--- src/rtl/top.sv ---
// top: registered op-selectable bitwise logic unit with saturating rise-event counter.
// Define TOP_INPUT_SYNC_EN to pass a and b through 2-flop synchronizers (a/b-to-y latency 3).
module top #(
   parameter int WIDTH = 1,
   parameter int CNT_W = 8
) (
   input  logic             clk,
   input  logic             rst,
   input  logic [WIDTH-1:0] a,
   input  logic [WIDTH-1:0] b,
   input  logic [2:0]       op,
   input  logic             cnt_clr,
   output logic [WIDTH-1:0] y,
   output logic [CNT_W-1:0] y_rise_cnt
);
   logic [WIDTH-1:0] a_in, b_in, y_next;
   logic             rise;
`ifdef TOP_INPUT_SYNC_EN
   logic [WIDTH-1:0] a_s1, a_s2, b_s1, b_s2;
   always_ff @(posedge clk or posedge rst)
      if (rst) begin
         a_s1 <= '0;
         a_s2 <= '0;
         b_s1 <= '0;
         b_s2 <= '0;
      end else begin
         a_s1 <= a;
         a_s2 <= a_s1;
         b_s1 <= b;
         b_s2 <= b_s1;
      end
   assign a_in = a_s2;
   assign b_in = b_s2;
`else
   assign a_in = a;
   assign b_in = b;
`endif
   always_comb begin
      y_next = op == 3'd0 ? a_in & b_in :
               op == 3'd1 ? a_in | b_in :
               op == 3'd2 ? a_in ^ b_in :
               op == 3'd3 ? ~(a_in & b_in) :
               op == 3'd4 ? ~(a_in | b_in) :
               op == 3'd5 ? ~(a_in ^ b_in) :
               op == 3'd6 ? a_in : ~a_in;
      rise = |(y_next & ~y);
   end
   always_ff @(posedge clk or posedge rst)
      if (rst) begin
         y <= '0;
         y_rise_cnt <= '0;
      end else begin
         y <= y_next;
         y_rise_cnt <= cnt_clr ? '0 :
                       (rise && y_rise_cnt != {CNT_W{1'b1}}) ? y_rise_cnt + 1'b1 : y_rise_cnt;
      end
endmodule

--- config.mk ---
export PLATFORM = sky130hd
export DESIGN_NAME = top
export DESIGN_NICKNAME = d
export VERILOG_FILES = /design/src/rtl/top.sv
export SDC_FILE = /design/constraint.sdc
export NUM_CORES = 1
export LEC_CHECK = 0
export BUFFER_PORTS_ARGS = -buffer_cell sky130_fd_sc_hd__buf_2
export CAP_MARGIN = 10
export CORE_AREA = 4 4 41 43
export CTS_BUF_LIST = sky130_fd_sc_hd__clkbuf_2
export CTS_CLUSTER_DIAMETER = 60
export DETAILED_ROUTE_END_ITERATION = 7
export DIE_AREA = 0 0 45 47
export PLACE_DENSITY = 0.73
export SLEW_MARGIN = 30
export SYNTH_ARGS = -nofsm -noshare
export SYNTH_HDL_FRONTEND = slang
export SYNTH_SLANG_ARGS = --single-unit
--- constraint.sdc ---
create_clock -name clk -period 2.06 [get_ports clk]
set_input_delay 0.412 -clock clk [delete_from_list [all_inputs] [get_ports clk]]
set_output_delay 0.412 -clock clk [all_outputs]
set_load 0.01 [all_outputs]
## Yosys cells after proc, flatten, opt, wreduce, memory -nomap -nowiden

Index checks and enable logic that the tools add are counted.
W data, S select, Z words.

| word-level totals | value |
|---|---|
| flip-flop bits (word level) | 9 |
| logic and storage cells | 31 |

| cells by class | value |
|---|---|
| $add $sub $neg | 1 |
| equal/unequal tests | 7 |
| mux-type cells | 9 |
| bitwise operators | 9 |
| reduce and logical (&&, ||, !) cells | 3 |

Operator list:

| cell | count |
|---|---|
| $mux W8 | 2 |
| $eq A3 B3 Y1 const B | 3 |
| $add A8 B1 Y8 const B | 1 |
| $ne A8 B8 Y1 const B | 1 |
| $mux W1 | 7 |
| $eq A3 B2 Y1 const B | 2 |
| $not A1 Y1 | 5 |
| $eq A3 B1 Y1 const B | 1 |
| $logic_not A3 Y1 | 1 |
| $and A1 B1 Y1 | 2 |
| $reduce_bool A2 Y1 | 1 |
| $logic_and A1 B1 Y1 | 1 |
| $or A1 B1 Y1 | 1 |
| $xor A1 B1 Y1 | 1 |

## Depth between registers and ports, before layout

| logic depth | value |
|---|---|
| depth in word-level cells | 12 |
| mapped depth | 8 |
| gate-level depth less buffers | 7 |

## Worst setup path before layout

No wires, ideal clock.

| timing | value |
|---|---|
| path type | input port to flip-flop |
| start | in a |
| end | reg y_rise_cnt[7] |
| setup time | 0.125 ns |
| data arrival time | 2.099 ns |
| required time | 1.935 ns |
| setup slack | -0.164 ns |
| cell stages on the path | 7 |
| path buffers | 1 |
| cells stage by stage | inv_1 -> ha_1 -> a211o_1 -> a311o_1 -> buf_6 -> nor4_1 -> mux2_2 |

| on the way | value |
|---|---|
| word-level cells in the longest chain between the ends | 11 |
| elaborated cells between the ends (all ways) | 17 |
| classes of those cells | mux: 7; bitwise: 8; reduce/logical: 2 |

Ends and longest elaborated chain:

| what | RTL line | RTL |
|---|---|---|
| start, declared | 9 | `input logic [WIDTH-1:0] a,` |
| $not A1 Y1 or $xor A1 B1 Y1 (tied branches) | 45, 41, 44 |  |
| $mux W1 or $not A1 Y1 (tied branches) | 45, 44 |  |
| $mux W1 | 44 | `op == 3'd5 ? ~(a_in ^ b_in) :` |
| $mux W1 | 43 | `op == 3'd4 ? ~(a_in \| b_in) :` |
| $mux W1 | 42 | `op == 3'd3 ? ~(a_in & b_in) :` |
| $mux W1 | 41 | `op == 3'd2 ? a_in ^ b_in :` |
| $mux W1 | 40 | `op == 3'd1 ? a_in \| b_in :` |
| $mux W1 (*) | 39 | `y_next = op == 3'd0 ? a_in & b_in :` |
| $and A1 B1 Y1 (*) | 46 | `rise = \|(y_next & ~y);` |
| $logic_and A1 B1 Y1 (*) | 55 | `(rise && y_rise_cnt != {CNT_W{1'b1}}) ? y_rise_cnt + 1'b1 : y_rise_cnt;` |
| $reduce_bool A2 Y1 (no line) (*) | -- |  |
| end signal, assigned | 54 | `y_rise_cnt <= cnt_clr ? '0 :` |
| end, declared | 14 | `output logic [CNT_W-1:0] y_rise_cnt` |

Every way passes the cells marked *; elsewhere a longest branch is shown, timed or not.
A chain may end at the register's enable or synchronous reset.

## Worst setup path in the final report

| timing | value |
|---|---|
| start | in a |
| end | reg y_rise_cnt[6] |

Same word-level chain as after synthesis.

==> impl_results.md <==
* Status: completed
* Hold buffers post-CTS at 0
* Clock sinks at 9
* P_leak at between 0.3 and 0.4 nW
* Synth Register Bits at 9
* Initial Utilization at about 48%
* Num ports at 17
* Cts bufs inserted at 3
* Worst min path class: in2async
* Final WS setup at around 0.083 ns
* Wire per inst at 12.7 µm
* Worst slew margin at between 70% and 80%
* Unrepaired setup endpoints after global routing: false
* Worst Path Max Fanout at 8
* P_int at about 0.00028 W
* H-tree depth at 1
* DRT iter0 DRCs at 10
* Initial antenna violation count at 0
* Clock Power Share at 28.6%
* # rows at 13
* Vias in the first global route at between 500 and 600
* WHS at roughly 0.088 ns
* Worst VDD drop at 276 µV
* Fin crit period at about 2 ns
* Final setup fails at 0
* Worst setup EP type: register
* Routed vias at roughly 640
* Worst Skew at 0.0103 ns
* Yosys warns at 0
* Pre-CTS setup slack at -0.198 ns
* Switching part of the total power at 30.5%
* Largest net degree at the start of global routing at 12
* Clock Root Buffer: clkbuf_2
* Buffers on Ports at 16
* Comb power frac at 25.0%
* DRC viols at 0
* First drt pass iteration count at 4
* CP Data Required Time at 2.25 ns
* Worst-path clk slew at approximately 0.09 ns
* P&R area growth vs syn at 28.8%
* Die W at roughly 45 µm
* GR Util All Layers at around 16%
* Fmax at 0.506 GHz
* Register area share after synthesis at between 30% and 40%
* Detail Route Antenna Nets at 0
* Final Slew Violations at 0
* Final net count at roughly 110
* Postcts setup bufs at 0
* Worst setup SP type: input pin
* Die Ht at approximately 47 µm
* Commonest non-fill, non-tap cell in the layout: buf_2
* DR vias/cell at roughly 5.8
* NetSw at approximately 0.00012 W
* Ant. Diodes at 0
* PostCTS Resize Cnt at 0
* Max clock buf depth at 2
* WS Path Type: in2reg
* Hold Violations, Final at 0
* GRT Residual Overflow at 0
* Most frequent cells in the layout: buf_2, buf_4, dfrtp_1, a21oi_1, nor2_1
* First-pass GRT wire length at roughly 2400 µm
* Max capacitance violation total at 0
* Dpl hpwl at 1110 µm
* PD cells at ~510 nW/µm²
* Seq pwr share at around 46%
* Period utilization at about 96%
* Post-synthesis cell area at between 600 and 700 µm²
* Syn Area/Cell at between 8 and 9 µm²
* DIE AREA at between 2000 and 2500 µm²
* Syn nets at 80
* RD Place Congestion at 0.782
* CTS tree: yes
* Cell count after synthesis at slightly below 70
* Fraction of layout cells with a size suffix above 1 at between 30 and 40%
* Core ar. at between 1000 and 1500 µm²
* Critical Path AT at ~2.2 ns
* Worst-Skew Late Latency at roughly 0.26 ns
* Actual slew at the worst max-slew pin at 0.339 ns
* Final wirelength at 1400 µm
* Distinct cells, synth at 28
-- area by class of cell --
cell class | instances | area (µm²)
inverters | 4 | 15.0
multi-input cells | 53 | 373
well taps | 15 | 18.8
repair buffers | 25 | 148
fillers | 121 | 502
flip-flops and latches | 9 | 225
clock buffers | 4 | 20.0
-- cells in the mapped netlist (all sizes together) --
master / number / area (µm²)
a2111o: 1 / 11.3
a2111oi: 1 / 15.0
a211o: 1 / 8.76
a21oi: 7 / 35.0
a311o: 1 / 10.0
a311oi: 1 / 8.76
a31oi: 1 / 6.26
and2: 1 / 6.26
buf: 1 / 11.3
clkbuf: 2 / 7.51
dfrtp: 9 / 225
ha: 3 / 37.5
inv: 4 / 15.0
mux2: 3 / 33.8
nand2: 1 / 3.75
nand2b: 1 / 6.26
nand3: 5 / 25.0
nand4: 3 / 18.8
nor2: 6 / 22.5
nor2b: 3 / 18.8
nor3: 1 / 5.00
nor4: 1 / 6.26
o21ai: 3 / 15.0
o31ai: 3 / 22.5
or2b: 1 / 7.51
or3: 1 / 6.26
or4: 3 / 22.5
xor2: 1 / 8.76
-- flip-flops by register name, indices dropped and copies added, names as in the netlist --
name / cells
y: 1
y_rise_cnt: 8
-- kinds of logic (layout without fill, tap and decap cells) --
group | after synthesis | in the layout | synth area share (%)
simple gates | 27 | 27 | 24.0
compound gates | 19 | 19 | 21.4
flops | 9 | 9 | 36.3
buf+inv | 7 | 33 | 5.44
fa+ha+maj | 3 | 3 | 6.05
mux | 3 | 3 | 5.44
xor+xnor | 1 | 1 | 1.41
-- final timing paths --
path / startpoint / cells after the start / slack [ns] / endpoint
min: rst / 2 / 0.09 / y_rise_cnt[0]$_DFFE_PP0P_
min reg2reg: y_rise_cnt[6]$_DFFE_PP0P_ / 2 / 0.57 / y_rise_cnt[6]$_DFFE_PP0P_
max: a / 7 / 0.08 / y_rise_cnt[6]$_DFFE_PP0P_
max in group asynchronous: rst / 2 / 1.71 / y_rise_cnt[1]$_DFFE_PP0P_
max reg2reg: y_rise_cnt[1]$_DFFE_PP0P_ / 6 / 0.15 / y_rise_cnt[6]$_DFFE_PP0P_
min in group clk: op[2] / 2 / 0.43 / y$_DFF_PP0_
-- layer usage --
metal / up-vias / track usage (%) / part of all wire (%) / wire [µm]
met4: 0 / 8.77 / 1.8 / 25
met1: 301 / 18.8 / 44 / 611
met3: 4 / 7.28 / 6.3 / 89
met5: - / 0 / 0 / 0
li1: 319 / - / - / -
met2: 12 / 25.7 / 48 / 676
-- worst max-delay path, cell delays in order --
cell and delay (ns):
buf_2 0.10, inv_1 0.05, ha_1 0.30, a211o_1 0.28
a311o_1 0.38, or4_1 0.50, a21oi_1 0.15
-- power groups by stage --
stage / logic [W] / registers, W / clock network (W)
floorplan: 0.0000547 / 0.000194 / 0
global placement: 0.0000978 / 0.000191 / 0
detailed placement: 0.000102 / 0.000191 / 0
CTS: 0.000102 / 0.000188 / 0.000120
global route: 0.000114 / 0.000189 / 0.000127
finish: 0.000101 / 0.000188 / 0.000115
-- through the flow --
stage | utilization, % | instance area [µm²] | instances | TNS [ns] | total power (W)
floorplan | - | 633 | 69 | -0.00782 | 0.000249
global placement | 59.9 | 779 | 106 | -0.632 | 0.000289
detailed placement | 59.9 | 779 | 106 | -1.01 | 0.000293
CTS | 61.4 | 800 | 110 | 0 | 0.000409
global route | 61.4 | 800 | 110 | 0 | 0.000430
finish | 61.4 | 800 | 110 | 0 | 0.000404
(Power assumes the default switching activity.)
